--- src/rtl/ones_arb_pkg.sv ---
// Shared state encoding and width helpers for the ones-counter arbiter.
// Used by ones_counter_arbiter and ones_counter.
package ones_arb_pkg;

  typedef enum logic [1:0] {
    IDLE  = 2'd0,
    COUNT = 2'd1,
    RESP  = 2'd2
  } state_t;

  // Requester index width: never narrower than one bit, even for a single requester.
  function automatic int calc_idw(input int num_req);
    return (num_req <= 1) ? 1 : $clog2(num_req);
  endfunction

  function automatic int calc_ow(input int features);
    return $clog2(features + 1);
  endfunction

endpackage

--- src/rtl/ones_counter.sv ---
// Registered popcount of one feature vector.
// The result updates one clock after the input vector changes.
module ones_counter
  import ones_arb_pkg::*;
#(
  parameter int INPUT_FEATURES = 4,
  localparam int OW = calc_ow(INPUT_FEATURES)
) (
  input  logic                      clock_i,
  input  logic                      reset_i,
  input  logic [INPUT_FEATURES-1:0] input_features_i,
  output logic [OW-1:0]             ones_o
);

  logic [OW-1:0] count;

  always_comb begin
    count = '0;
    for (int i = 0; i < INPUT_FEATURES; i++) begin
      count = count + OW'(input_features_i[i]);
    end
  end

  always_ff @(posedge clock_i or posedge reset_i) begin
    if (reset_i) begin
      ones_o <= '0;
    end else begin
      ones_o <= count;
    end
  end

endmodule

--- src/rtl/ones_counter_arbiter.sv ---
// Round-robin arbiter that feeds one shared popcount datapath and returns tagged results.
// Define ONES_COUNTER_ARBITER_STATS_EN to add the saturating stat_served_o response counter.
module ones_counter_arbiter
  import ones_arb_pkg::*;
#(
  parameter int NUM_REQ        = 4,
  parameter int INPUT_FEATURES = 4,
  localparam int IDW = calc_idw(NUM_REQ),
  localparam int OW  = calc_ow(INPUT_FEATURES)
) (
  input  logic                              clock_i,
  input  logic                              reset_n_i,
  input  logic [NUM_REQ-1:0]                req_valid_i,
  input  logic [NUM_REQ*INPUT_FEATURES-1:0] req_features_i,
  output logic [NUM_REQ-1:0]                req_ready_o,
  input  logic                              resp_ready_i,
  output logic                              resp_valid_o,
  output logic [IDW-1:0]                    resp_id_o,
  output logic [OW-1:0]                     resp_ones_o
`ifdef ONES_COUNTER_ARBITER_STATS_EN
  ,
  output logic [15:0]                       stat_served_o
`endif
);

  state_t                    state_q, state_d;
  logic [IDW-1:0]            last_grant_q;
  logic [IDW-1:0]            cap_id_q;
  logic [IDW-1:0]            resp_id_q;
  logic [INPUT_FEATURES-1:0] cap_feat_q;
  logic [IDW-1:0]            winner;
  logic                      any_valid;
  logic                      accept;

  // Search starts just past the last grant; the nearest valid requester wins.
  function automatic logic [IDW-1:0] rr_pick(input logic [NUM_REQ-1:0] valid,
                                             input logic [IDW-1:0]     last);
    logic [IDW-1:0] pick;
    int             idx;
    pick = '0;
    for (int off = NUM_REQ; off >= 1; off--) begin
      idx = (int'(last) + off) % NUM_REQ;
      if (valid[idx]) pick = IDW'(idx);
    end
    return pick;
  endfunction

  assign any_valid = |req_valid_i;
  assign winner    = rr_pick(req_valid_i, last_grant_q);
  assign accept    = (state_q == IDLE) && any_valid;

  always_ff @(posedge clock_i or negedge reset_n_i) begin
    if (!reset_n_i) begin
      state_q <= IDLE;
    end else begin
      state_q <= state_d;
    end
  end

  always_comb begin
    state_d = state_q;
    case (state_q)
      IDLE:    if (any_valid) state_d = COUNT;
      COUNT:   state_d = RESP;
      RESP:    if (resp_ready_i) state_d = IDLE;
      default: state_d = IDLE;
    endcase
  end

  // Grant is gated by reset so a held request never shows ready while reset is asserted.
  always_comb begin
    req_ready_o  = '0;
    resp_valid_o = (state_q == RESP);
    if ((state_q == IDLE) && reset_n_i && any_valid) begin
      req_ready_o[winner] = 1'b1;
    end
  end

  always_ff @(posedge clock_i or negedge reset_n_i) begin
    if (!reset_n_i) begin
      last_grant_q <= IDW'(NUM_REQ - 1);
      cap_id_q     <= '0;
      cap_feat_q   <= '0;
      resp_id_q    <= '0;
    end else begin
      if (accept) begin
        cap_feat_q   <= req_features_i[int'(winner)*INPUT_FEATURES +: INPUT_FEATURES];
        cap_id_q     <= winner;
        last_grant_q <= winner;
      end
      if (state_q == COUNT) begin
        resp_id_q <= cap_id_q;
      end
    end
  end

  assign resp_id_o = resp_id_q;

  ones_counter #(
    .INPUT_FEATURES(INPUT_FEATURES)
  ) u_ones_counter (
    .clock_i         (clock_i),
    .reset_i         (~reset_n_i),
    .input_features_i(cap_feat_q),
    .ones_o          (resp_ones_o)
  );

`ifdef ONES_COUNTER_ARBITER_STATS_EN
  always_ff @(posedge clock_i or negedge reset_n_i) begin
    if (!reset_n_i) begin
      stat_served_o <= '0;
    end else if ((state_q == RESP) && resp_ready_i && (stat_served_o != 16'hFFFF)) begin
      stat_served_o <= stat_served_o + 16'd1;
    end
  end
`endif

endmodule

--- config.mk ---
export PLATFORM = sky130hd
export DESIGN_NAME = ones_counter_arbiter
export DESIGN_NICKNAME = d
export VERILOG_FILES = /design/src/rtl/ones_arb_pkg.sv /design/src/rtl/ones_counter.sv /design/src/rtl/ones_counter_arbiter.sv
export SDC_FILE = /design/constraint.sdc
export NUM_CORES = 1
export LEC_CHECK = 0
export CAP_MARGIN = 25
export CELL_PAD_IN_SITES_DETAIL_PLACEMENT = 0
export CELL_PAD_IN_SITES_GLOBAL_PLACEMENT = 1
export CORE_ASPECT_RATIO = 1.5
export CORE_MARGIN = 5
export CORE_UTILIZATION = 31
export CTS_CLUSTER_SIZE = 10
export DETAILED_ROUTE_END_ITERATION = 7
export HOLD_SLACK_MARGIN = 0.1
export PLACE_DENSITY = 0.77
export SLEW_MARGIN = 5
export SYNTH_ARGS = -nofsm -noshare
export SYNTH_HDL_FRONTEND = slang
export SYNTH_SLANG_ARGS = --single-unit
--- constraint.sdc ---
create_clock -name clock_i -period 2.5 [get_ports clock_i]
set_input_delay 0.5 -clock clock_i [delete_from_list [all_inputs] [get_ports clock_i]]
set_output_delay 0.5 -clock clock_i [all_outputs]
set_load 0.02 [all_outputs]
==> results.md, run 1 <==
* Status: complete, no violations
* CTS Buffer Depth at 2
* WP data required at 2.00 ns
* First-pass GRT wire length at 3760 um
* CTS HTree Levels at 1
* Antenna violations before repair at 0
* Max Cap Viol at 0
* Final instance area at 0.00139 mm^2
* Clock Skews at 0.00205 ns
* Number of fill cells at 247
* DR pass1 iterations at 3
* F_max at 426 MHz
* Crit Path Max Fanout at 5
* Pwr Density at 1080 mW/mm^2
* Die height at 73.5 um
* DP HPWL at 1890 um
* DIE AREA at 0.00385 mm^2
* DR vias at 835
* Post-synth EDFFs at 0
* Clock Tree Root: clkbuf_8
* RSZ-0062 raised after global routing: no
* Mapped Avg Cell Area at 9.92 um^2
* Final wirelength at 2230 um
* Compound-Gate Fraction of Synth Area at 0.173
* N_diodes at 0
* Worst Hold Launch: cap_id_q[1]
* Slew Limit Fails at 0
* Final worst slack at 0.151 ns
* Crit Path Class: reg -> out
* Reg2Reg Depth at 7
* # IOs at 33
* Grt total ovfl at 0
* Largest net degree at the start of global routing at 16
* Final Setup Violations at 0
* Startpoint Class: flip-flop
* Kind of end point of the critical path: output port
* Net Count, Synth at 110
* # hold bufs at CTS at 0
* Vias in the first global route at 892
* Die X at 52.3 um
* Crit path DAT at 1.85 ns
* IO Port Bufs at 32
* Fin cells at 175
* Share of cells above drive strength 1 at 0.283
* DR WL/cell at 12.7 um
* Initial Utilization at 0.318
* Placed cell count at 169
* TritonCTS Buffers at 3
* Routed vias/inst at 4.77
* Post-synthesis cell count at 84
* Post-DP Area at 0.00132 mm^2
* Final nets at 165
* GRT Util Overall at 0.133
* Max_slew headroom at 0.680
* Synthesized cell area at 833 um^2
* RR Startpoint: last_grant_q[1]
* Worst Tran Pin Value at 0.468 ns
* Hold path cells at 1
* Clock transition at path regs at 0.06 ns
* Commonest non-fill, non-tap cells in the layout: 24 x clkdlybuf4s50_1, 22 x buf_4, 13 x dfrtp_1
* Sequential share of the synthesized area at 0.453
* Synth Area in Simple Gates at 0.222
* Synth Flop Type: dfrtp_1
* Ys async rst share at 1.00
* Post-Synth Adder-Cell Area at 0.0541
* FF-to-FF End: cap_feat_q[2]
* Area Growth Syn to Fin at 67.0%
* Worst vdd ir at 546 uV
* Post-synthesis xor/xnor area fraction at 0
* Ys Warns at 0
* Worst hold endpoint: cap_id_q[1]
* Clock Sinks at 15
* Pre-CTS setup slack at -0.564 ns
* Iteration-0 DRC Markers at 12
* Setup slack, reg-to-reg at 0.35 ns
* Tmin final at 2.35 ns
* Synth area leaders: dfrtp_1 39%, dfstp_2 6.3%, nor2_1 6.3%, mux2i_1 4.8%, a2111oi_0 4.2%
* Min-Delay Path Class: reg -> reg
* CTS tree: done
* Leading cell type in the layout, fill and taps excluded: clkdlybuf4s50_1
* Post-synthesis cell type count at 27
* Post-DRT Antenna Nets at 0
* Final hold violations at 0
* Clk_lat worst skew at 0.24 ns
* Core area at 0.00262 mm^2
* Flops & latches, synth at 15
* Site Rows at 23
* Yosys top cell area share at 0.390
* Proportion of synthesized area in mux cells at 0.0751
* DRC viols at 0
* Final Cycle Share at 0.940
* P_leak at 0.638 nW
* RePlAce Congestion at 0.823
* Cell type with the largest total area after synthesis: dfrtp_1
* Largest family of logic cells by synthesized area: simple AND/OR/NAND/NOR gates
-- how the worst max path moves through the flow --
stage / start / endpoint / slack, ns
2_1_floorplan: req_valid_i[2] / req_ready_o[0] / 0.33
6_report: last_grant_q[1] / req_ready_o[1] / 0.15
4_1_cts: req_valid_i[2] / req_ready_o[3] / 0.02
5_1_grt: last_grant_q[1] / req_ready_o[1] / 0.08
3_3_place_gp: req_valid_i[3] / req_ready_o[2] / -0.47
3_5_place_dp: req_valid_i[3] / req_ready_o[3] / -0.56
-- stage by stage --
stage	total power [mW]	TNS (ns)	utilization	hold WS [ns]
finish	1.50	0	0.531	0.482
CTS	1.50	0	0.521	0.492
global route	1.63	0	0.531	0.519
floorplan	0.907	0	-	0.204
global placement	1.26	-1.79	0.505	0.461
detailed placement	1.30	-2.18	0.505	0.479
-- synth_stat cells, drive strengths merged, types with 4 or more instances --
cell type,n
nor2,14
dfrtp,13
nand2,6
nor3,5
a2111oi,4
a211oi,4
a21oi,4
inv,4
mux2i,4
nand2b,4
-- sequential cells by signal, summed over array words and instances, names as in the netlist --
name	count
cap_feat_q	4
u_ones_counter.ones_o	3
cap_id_q	2
last_grant_q	2
resp_id_o	2
state_q	2
-- metal layers --
layer | routed length [um] | track usage
met4 | 59 | 0.0881
met1 | 786 | 0.128
met3 | 136 | 0.0264
met5 | 0 | 0
met2 | 1240 | 0.246
-- cell families after synthesis --
group                      after synthesis
DFF                                     15
muxes                                    6
buffers and inverters                    5
and+or+nand+nor                         36
AOI/OAI and AO/OA                       19
adders and majority gates                3
-- final cells by class --
class | instances | area [um^2] | area share
Multi-Input combinational cell | 64 | 452 | 0.325
Clock buffer | 4 | 45.0 | 0.0324
Tap cell | 37 | 46.3 | 0.0333
Timing Repair Buffer | 51 | 455 | 0.327
Inverter | 4 | 15.0 | 0.0108
Sequential cell | 15 | 378 | 0.272
-- timing repair --
action / 4_1_cts / 5_1_grt
pin swaps: 4 / 1
resized for setup: 21 / 10
setup endpoints to repair: 4 / 4
buffers inserted: 2 / 0
-- report_power, final --
part	switching, mW	leakage [nW]	internal (mW)	total [mW]
combinational	0.417	0.442	0.446	0.863
sequential	0.0699	0.173	0.383	0.453
clock	0.0741	0.0228	0.112	0.187
-- critical path, stage by stage, from the launching register on --
cell and delay (ns):
dfstp_2 0.56, inv_1 0.05, or3_1 0.36, nand3_1 0.14
buf_4 0.15, nand3_1 0.09, nor2_1 0.11, buf_4 0.15
(Power assumes the default switching activity.)
==> inputs of run 2 (changes only) <==
--- a/config.mk
+++ b/config.mk
@@ -8,13 +8,14 @@
 export CAP_MARGIN = 25
 export CELL_PAD_IN_SITES_DETAIL_PLACEMENT = 0
 export CELL_PAD_IN_SITES_GLOBAL_PLACEMENT = 1
-export CORE_ASPECT_RATIO = 1.5
 export CORE_MARGIN = 5
-export CORE_UTILIZATION = 31
+export CORE_UTILIZATION = 44
+export CTS_BUF_LIST = sky130_fd_sc_hd__clkbuf_16
 export CTS_CLUSTER_SIZE = 10
 export DETAILED_ROUTE_END_ITERATION = 7
+export DONT_BUFFER_PORTS = 1
 export HOLD_SLACK_MARGIN = 0.1
-export PLACE_DENSITY = 0.77
+export PLACE_DENSITY = 0.74
 export SLEW_MARGIN = 5
 export SYNTH_ARGS = -nofsm -noshare
 export SYNTH_HDL_FRONTEND = slang
==> results.md, run 2 (synthesis results as in run 1) <==
* Grt total ovfl at 0 (unchanged)
* Clk_lat worst skew at 0.24 ns (about the same)
* Overall power at 1.37 mW (-8.6%)
* Initial Utilization at 0.472 (+0.154)
* Clock Sinks at 15 (unchanged)
* Routed vias/inst at 5.46 (+14%)
* Final Setup Violations at 0 (unchanged)
* CTS tree: done
* Clock Skews at 0.00286 ns (+0.000810 ns)
* Share of cells above drive strength 1 at 0.215 (-0.0676)
* DR WL/cell at 14.9 um (+17%)
* DR pass1 iterations at 2 (-1)
* Leading cell type in the layout, fill and taps excluded: nor2_1
* # IOs at 33 (unchanged)
* Largest delay contributor family on the critical path: simple AND/OR/NAND/NOR gates
* CTS HTree Levels at 1 (unchanged)
* Final worst slack at 0.147 ns (-0.00432 ns)
* N_diodes at 0 (unchanged)
* Pwr Density at 1370 mW/mm^2 (+27%)
* Final hold violations at 0 (unchanged)
* Critical path depth at 6 (-1)
* CP max stage delay at 0.57 ns (about the same)
* Final instance area at 1000 um^2 (-28%)
* Site Rows at 15 (-35%)
* Crit-path cells: nand2_1 -> a31oi_2 -> nand3_2 -> or2_2 -> nor2_1 -> buf_4
* Post-DRT Antenna Nets at 0 (unchanged)
* Post-DP Area at 883 um^2 (-33%)
* Antenna violations before repair at 0 (unchanged)
* Tmin final at 2.35 ns (+0.00432 ns)
* CTS Buffer Depth at 2 (unchanged)
* Largest reg by FF count: cap_feat_q
* Fin cells at 118 (-33%)
* Die X at 53.5 um (+2.3%)
* WP data required at 2.00 ns (about the same)
* Die height at 53.5 um (-27%)
* Biggest regs: cap_feat_q x4, u_ones_counter.ones_o x3
* Worst Tran Pin Value at 0.675 ns (+0.207 ns)
* Status: complete, no violations
* Kind of end point of the critical path: output port
* GRT Util Overall at 0.156 (+0.0232)
* Final core utilization at 0.567 (+0.0354)
* Iteration-0 DRC Markers at 11 (-1)
* TritonCTS Buffers at 3 (unchanged)
* DR vias at 644 (-23%)
* Pre-CTS setup slack at 0.271 ns (+0.834 ns)
* Count of buffer and inverter cells on the critical path at 1 (-2)
* Min-Delay Path Class: in -> reg
* Vias in the first global route at 711 (-20%)
* Slew Limit Fails at 0 (unchanged)
* Critical-path top delay cell: dfstp_2
* Clock transition at path regs at 0.04 ns (-0.02 ns)
* DP HPWL at 1380 um (-27%)
* Final Cycle Share at 0.941 (+0.00173)
* Top Metal Used: met4
* Number of fill cells at 185 (-25%)
* Commonest non-fill, non-tap cells in the layout: 14 x nor2_1, 13 x dfrtp_1, 6 x nand2_1
* Clock Tree Root: clkbuf_16
* IO Port Bufs at 0 (-100%)
* Placed cell count at 111 (-34%)
* Area Growth Syn to Fin at 20.0%
* RePlAce Congestion at 0.717 (-13%)
* Reg2Reg Depth at 5 (-2)
* Metal3 WL at 207 um (+52%)
* Post-route setup TNS at 0 ns (unchanged)
* P_leak at 0.453 nW (-29%)
* First-pass GRT wire length at 3110 um (-17%)
* Largest net degree at the start of global routing at 16 (unchanged)
* DIE AREA at 0.00286 mm^2 (-26%)
* F_max at 425 MHz (-0.18%)
* Crit path DAT at 1.85 ns (about the same)
* FF/Latch Area at 378 um^2 (unchanged)
* Multi-input logic area at 448 um^2 (-0.83%)
* Max_slew headroom at 0.549 (-0.131)
* DRC viols at 0 (unchanged)
* Crit Path Class: reg -> out
* Max Cap Viol at 0 (unchanged)
* Startpoint Class: flip-flop
* Final wirelength at 1760 um (-21%)
* Worst vdd ir at 514 uV (-5.7%)
* Crit Path Max Fanout at 7 (+2)
* Worst hold slack at 0.374 ns (-0.108 ns)
* Hold path cells at 1 (unchanged)
* Core area at 0.00176 mm^2 (-33%)
* Max reg flops at 4 (unchanged)
* WL met2 at 696 um (-44%)
* Post-Route M1 WL at 807 um (+2.7%)
* Final nets at 120 (-27%)
## run 2: changes by cell type in the layout (fill, tap and decap cells not counted), moves of 2 or more
cell	delta
clkdlybuf4s50_1	-24
buf_4	-17
clkbuf_16	+3
clkbuf_8	-3
dlygate4sd2_1	-3
nor2_1	+3
nor2_2	-2
## run 2: what timing repair did
action,CTS,global route
hold buffers,1,0
pin swaps,0,1
setup endpoints to repair,1,3
setup buffers,0,2
endpoints found under the hold margin,15,0
gates resized for setup,1,1
## run 2: path summary, 6_finish.rpt
path	start	to	slack [ns]
hold reg to reg	cap_id_q[1]	cap_id_q[1]	0.49
hold / removal	resp_ready_i	state_q[1]	0.37
setup reg to reg	last_grant_q[1]	cap_feat_q[1]	0.50
max in group asynchronous	reset_n_i	resp_id_o[1]	1.33
setup / recovery	last_grant_q[1]	req_ready_o[3]	0.15
min in group asynchronous	reset_n_i	u_ones_counter.ones_o[0]	0.74
## run 2: worst register-to-register path: stages, from the launching register on
cell	delay, ns
dfstp_2	0.57
a21bo_1	0.14
a21oi_2	0.11
or3_4	0.44
a2111oi_0	0.51
a211oi_1	0.09
## run 2: layout make-up
type | instances | share of cell area
multi-input combinational | 64 | 0.448
sequential | 15 | 0.378
timing repair buffer | 6 | 0.0476
inverter | 4 | 0.0150
clock inverter | 1 | 0.00501
clock buffer | 3 | 0.0751
tap | 25 | 0.0313
## run 2: layer usage
| metal | up-vias | global-route usage |
|---|---|---|
| met1 | 288 | 0.182 |
| met5 | - | 0 |
| met2 | 30 | 0.231 |
| met3 | 4 | 0.0620 |
| li1 | 322 | - |
| met4 | 0 | 0.115 |
## run 2: power by group
group          switching, mW  internal (mW)  leakage, nW
sequential             0.131          0.385        0.173
clock                 0.0928          0.213       0.0409
combinational          0.304          0.247        0.240
total                  0.528          0.844        0.453
==> inputs of run 3 (changes only) <==
--- a/config.mk
+++ b/config.mk
@@ -5,17 +5,18 @@
 export SDC_FILE = /design/constraint.sdc
 export NUM_CORES = 1
 export LEC_CHECK = 0
+export ABC_AREA = 1
 export CAP_MARGIN = 25
 export CELL_PAD_IN_SITES_DETAIL_PLACEMENT = 0
 export CELL_PAD_IN_SITES_GLOBAL_PLACEMENT = 1
+export CORE_ASPECT_RATIO = 1.5
 export CORE_MARGIN = 5
-export CORE_UTILIZATION = 44
+export CORE_UTILIZATION = 43
 export CTS_BUF_LIST = sky130_fd_sc_hd__clkbuf_16
-export CTS_CLUSTER_SIZE = 10
 export DETAILED_ROUTE_END_ITERATION = 7
 export DONT_BUFFER_PORTS = 1
 export HOLD_SLACK_MARGIN = 0.1
-export PLACE_DENSITY = 0.74
+export PLACE_DENSITY = 0.76
 export SLEW_MARGIN = 5
 export SYNTH_ARGS = -nofsm -noshare
 export SYNTH_HDL_FRONTEND = slang
==> results.md, run 3 <==
* Sequential share of the synthesized area at 0.350 (-0.104)
* Routing usage on met3 at 0.0437 (-0.0183)
* Leading cell type in the layout, fill and taps excluded: nand2_1
* Post-synthesis xor/xnor area fraction at 0 (unchanged)
* Max reg flops at 4 (unchanged)
* RSZ-0062 raised after global routing: yes
* Antenna violations before repair at 0 (unchanged)
* Kind of end point of the critical path: output port
* P_sw at 1.15 mW (+120%)
* Post-synthesis cell type count at 24 (-11%)
* RR Startpoint: last_grant_q[0]
* Cell type with the largest total area after synthesis: dfrtp_1
* Worst vdd ir at 926 uV (+80%)
* Largest family of logic cells by synthesized area: simple AND/OR/NAND/NOR gates
* Crit-path cells: inv_8 -> nand2_4 -> nand2_4 -> nand2_4 -> inv_2 -> nor2_4 -> nand2_2 -> nand2_4 -> nand2_8 -> nor3_2 -> buf_4
* Ys async rst share at 1.00 (unchanged)
* Iteration-0 DRC Markers at 20 (+9)
* Global-route met2 utilization at 0.235 (+0.00419)
* WP data required at 2.00 ns (about the same)
* Critical-path top delay cell: dfstp_2
* Area Growth Syn to Fin at 24.1%
* Pwr Density at 1740 mW/mm^2 (+27%)
* Clock Tree Root: clkbuf_16
* N_diodes at 0 (unchanged)
* Post-synth EDFFs at 0 (unchanged)
* Reg2Reg Depth at 16 (+11)
* Initial Utilization at 0.446 (-0.0261)
* Reg power frac at 0.220 (-0.156)
* First-pass GRT wire length at 3830 um (+23%)
* RePlAce Congestion at 0.764 (+6.5%)
* Largest net degree at the start of global routing at 16 (unchanged)
* Crit Path Max Fanout at 8 (+1)
* Commonest non-fill, non-tap cells in the layout: 43 x nand2_1, 20 x inv_1, 18 x nand2_2
* Final Setup Violations at 0 (unchanged)
* GR peak layer: met2
* Clock Sinks at 15 (unchanged)
* Ys Warns at 0 (unchanged)
* Status: complete, no violations
* Post-synthesis cell count at 149 (+77%)
* Hold path cells at 3 (+2)
* Setup slack, reg-to-reg at 0.48 ns (-0.02 ns)
* CTS Buffer Depth at 2 (unchanged)
* # IOs at 33 (unchanged)
* DP HPWL at 1720 um (+25%)
* Worst hold slack at 0.406 ns (+0.0319 ns)
* Crit path DAT at 1.98 ns (+0.13 ns)
* Final nets at 191 (+59%)
* Crit Path Class: reg -> out
* GRT Util Overall at 0.131 (-0.0255)
* TritonCTS Buffers at 3 (unchanged)
* CTS HTree Levels at 1 (unchanged)
* CP max stage delay at 0.67 ns (+0.10 ns)
* Largest reg by FF count: cap_feat_q
* Worst hold endpoint: state_q[1]
* CTS tree: done
* Post-Synth Adder-Cell Area at 0.0417 (-0.0124)
* Share of cells above drive strength 1 at 0.354 (+0.139)
* Worst Hold Launch: resp_ready_i
* Proportion of synthesized area in mux cells at 0 (-0.0751)
* Worst Tran Pin Value at 0.647 ns (-0.0275 ns)
* Post-DRT Antenna Nets at 0 (unchanged)
* Min-Delay Path Class: in -> reg
* Net Count, Synth at 175 (+59%)
* F_max at 404 MHz (-5.0%)
* Die X at 50.9 um (-4.8%)
* Final hold violations at 0 (unchanged)
* Clk_lat worst skew at 0.24 ns (about the same)
* Die height at 71.4 um (+33%)
* Synth Flop Type: dfrtp_1
* Tmin final at 2.48 ns (+0.123 ns)
* Compound-Gate Fraction of Synth Area at 0.0451 (-0.128)
* Final wirelength at 2390 um (+35%)
* IO Port Bufs at 0 (unchanged)
* Site Rows at 22 (+7)
* Routed vias/inst at 5.02 (-8.0%)
* Slew Limit Fails at 0 (unchanged)
* Yosys top cell area share at 0.301 (-0.0895)
* DR WL/cell at 12.7 um (-15%)
* Clk pwr share at 0.132 (-0.091)
* Clock Skews at 0.00414 ns (+0.00128 ns)
* Biggest regs: cap_feat_q x4, u_ones_counter.ones_o x3
* Synthesized cell area at 0.00108 mm^2 (+30%)
* Startpoint Class: flip-flop
* M1 GR Usage at 0.147 (-0.0343)
* DRC viols at 0 (unchanged)
* Cell internal pwr at 1.19 mW (+41%)
* Vias in the first global route at 934 (+31%)
* Switching share of power at 0.490 (+0.106)
* Critical path's most frequent cell: nand2_4
* Synth area leaders: dfrtp_1 30%, nand2_1 18%, inv_1 7.6%, nand3_1 7.4%, nand2_2 6.4%
* Flops & latches, synth at 15 (unchanged)
* Most common cell in the netlist: nand2_1
* DR pass1 iterations at 4 (+2)
* Mapped Avg Cell Area at 7.26 um^2 (-27%)
* Grt total ovfl at 0 (unchanged)
* Final Cycle Share at 0.990 (+0.0491)
* Comb pwr share at 0.648 (+0.247)
* Max_slew headroom at 0.567 (+0.0184)
* FF-to-FF End: cap_feat_q[3]
* Post-synth top cells: 51 x nand2_1, 22 x inv_1, 16 x nand3_1
* Synth Area in Simple Gates at 0.428 (+0.206)
* DR vias at 944 (+47%)
* Overall power at 2.34 mW (+71%)
* P_leak at 0.728 nW (+61%)
* Max Cap Viol at 0 (unchanged)
* Core area at 0.00242 mm^2 (+37%)
* DIE AREA at 0.00364 mm^2 (+27%)
* Clock transition at path regs at 0.05 ns (about the same)
run 3: cell types whose count changed after synthesis, sizes merged, moves of 3 or more:
cell	before	now
a2111oi	4	0
a211oi	4	0
a21oi	4	1
inv	4	25
mux2i	4	0
nand2	6	66
nand2b	4	0
nand3	2	17
nor2	14	7
nor3	5	2
o21ai	1	8
run 3: layout make-up:
| type | instances | area (um^2) |
|---|---|---|
| sequential | 15 | 378 |
| clock buffer | 3 | 75.1 |
| fill | 252 | 1080 |
| multi-input combinational | 106 | 638 |
| tap | 24 | 30.0 |
| timing repair buffer | 14 | 111 |
| inverter | 25 | 104 |
| clock inverter | 1 | 5.00 |
run 3: cell families (layout without fill, tap and decap cells):
family          Yosys count  count (layout)
buf+inv                  28              43
flops                    15              15
simple gates             94              94
fa+ha+maj                 3               3
compound gates            9               9
run 3: repair_timing:
item	4_1_cts	5_1_grt
setup endpoints to repair	3	4
endpoints found under the hold margin	15	0
pin swaps	1	11
cloned	0	0
buffers inserted	2	7
gates resized for setup	4	21
hold buffers	1	0
run 3: worst max-delay path by stage:
stage | cells after the start | from | endpoint
floorplan | 12 | last_grant_q[0] | req_ready_o[2]
global route | 11 | last_grant_q[0] | req_ready_o[2]
CTS | 11 | last_grant_q[0] | req_ready_o[0]
global placement | 10 | last_grant_q[0] | req_ready_o[1]
finish | 11 | last_grant_q[0] | req_ready_o[2]
detailed placement | 10 | last_grant_q[0] | req_ready_o[1]
run 3: through the flow:
step | utilization | setup TNS, ns | setup slack (ns) | cells | area, um^2
final | 0.554 | 0 | 0.0242 | 188 | 1340
after global routing | 0.554 | -0.255 | -0.0979 | 188 | 1340
after CTS | 0.504 | -0.00515 | -0.00515 | 181 | 1220
after detailed placement | 0.452 | 0 | 0.184 | 174 | 1100
after global placement | 0.452 | 0 | 0.203 | 174 | 1100
after floorplan | - | 0 | 0.125 | 149 | 1080
run 3: critical path, delay by kind of cell (launching register included):
kind / cells / cell delay [ns]
DFF: 1 / 0.67
buffers and inverters: 3 / 0.29
and+or+nand+nor: 8 / 0.77
run 3: power groups by stage:
stage / Combinational (mW) / Clock [mW] / Sequential [mW]
after floorplan: 1.06 / 0 / 0.474
after detailed placement: 1.17 / 0 / 0.514
final: 1.52 / 0.308 / 0.516
after global routing: 1.70 / 0.325 / 0.533
after CTS: 1.29 / 0.315 / 0.513
after global placement: 1.15 / 0 / 0.512
run 3: layer usage:
metal	routed length [um]	share of wire
met5	0	0
met4	12	0.0050
met3	139	0.058
met2	1220	0.51
met1	1010	0.42
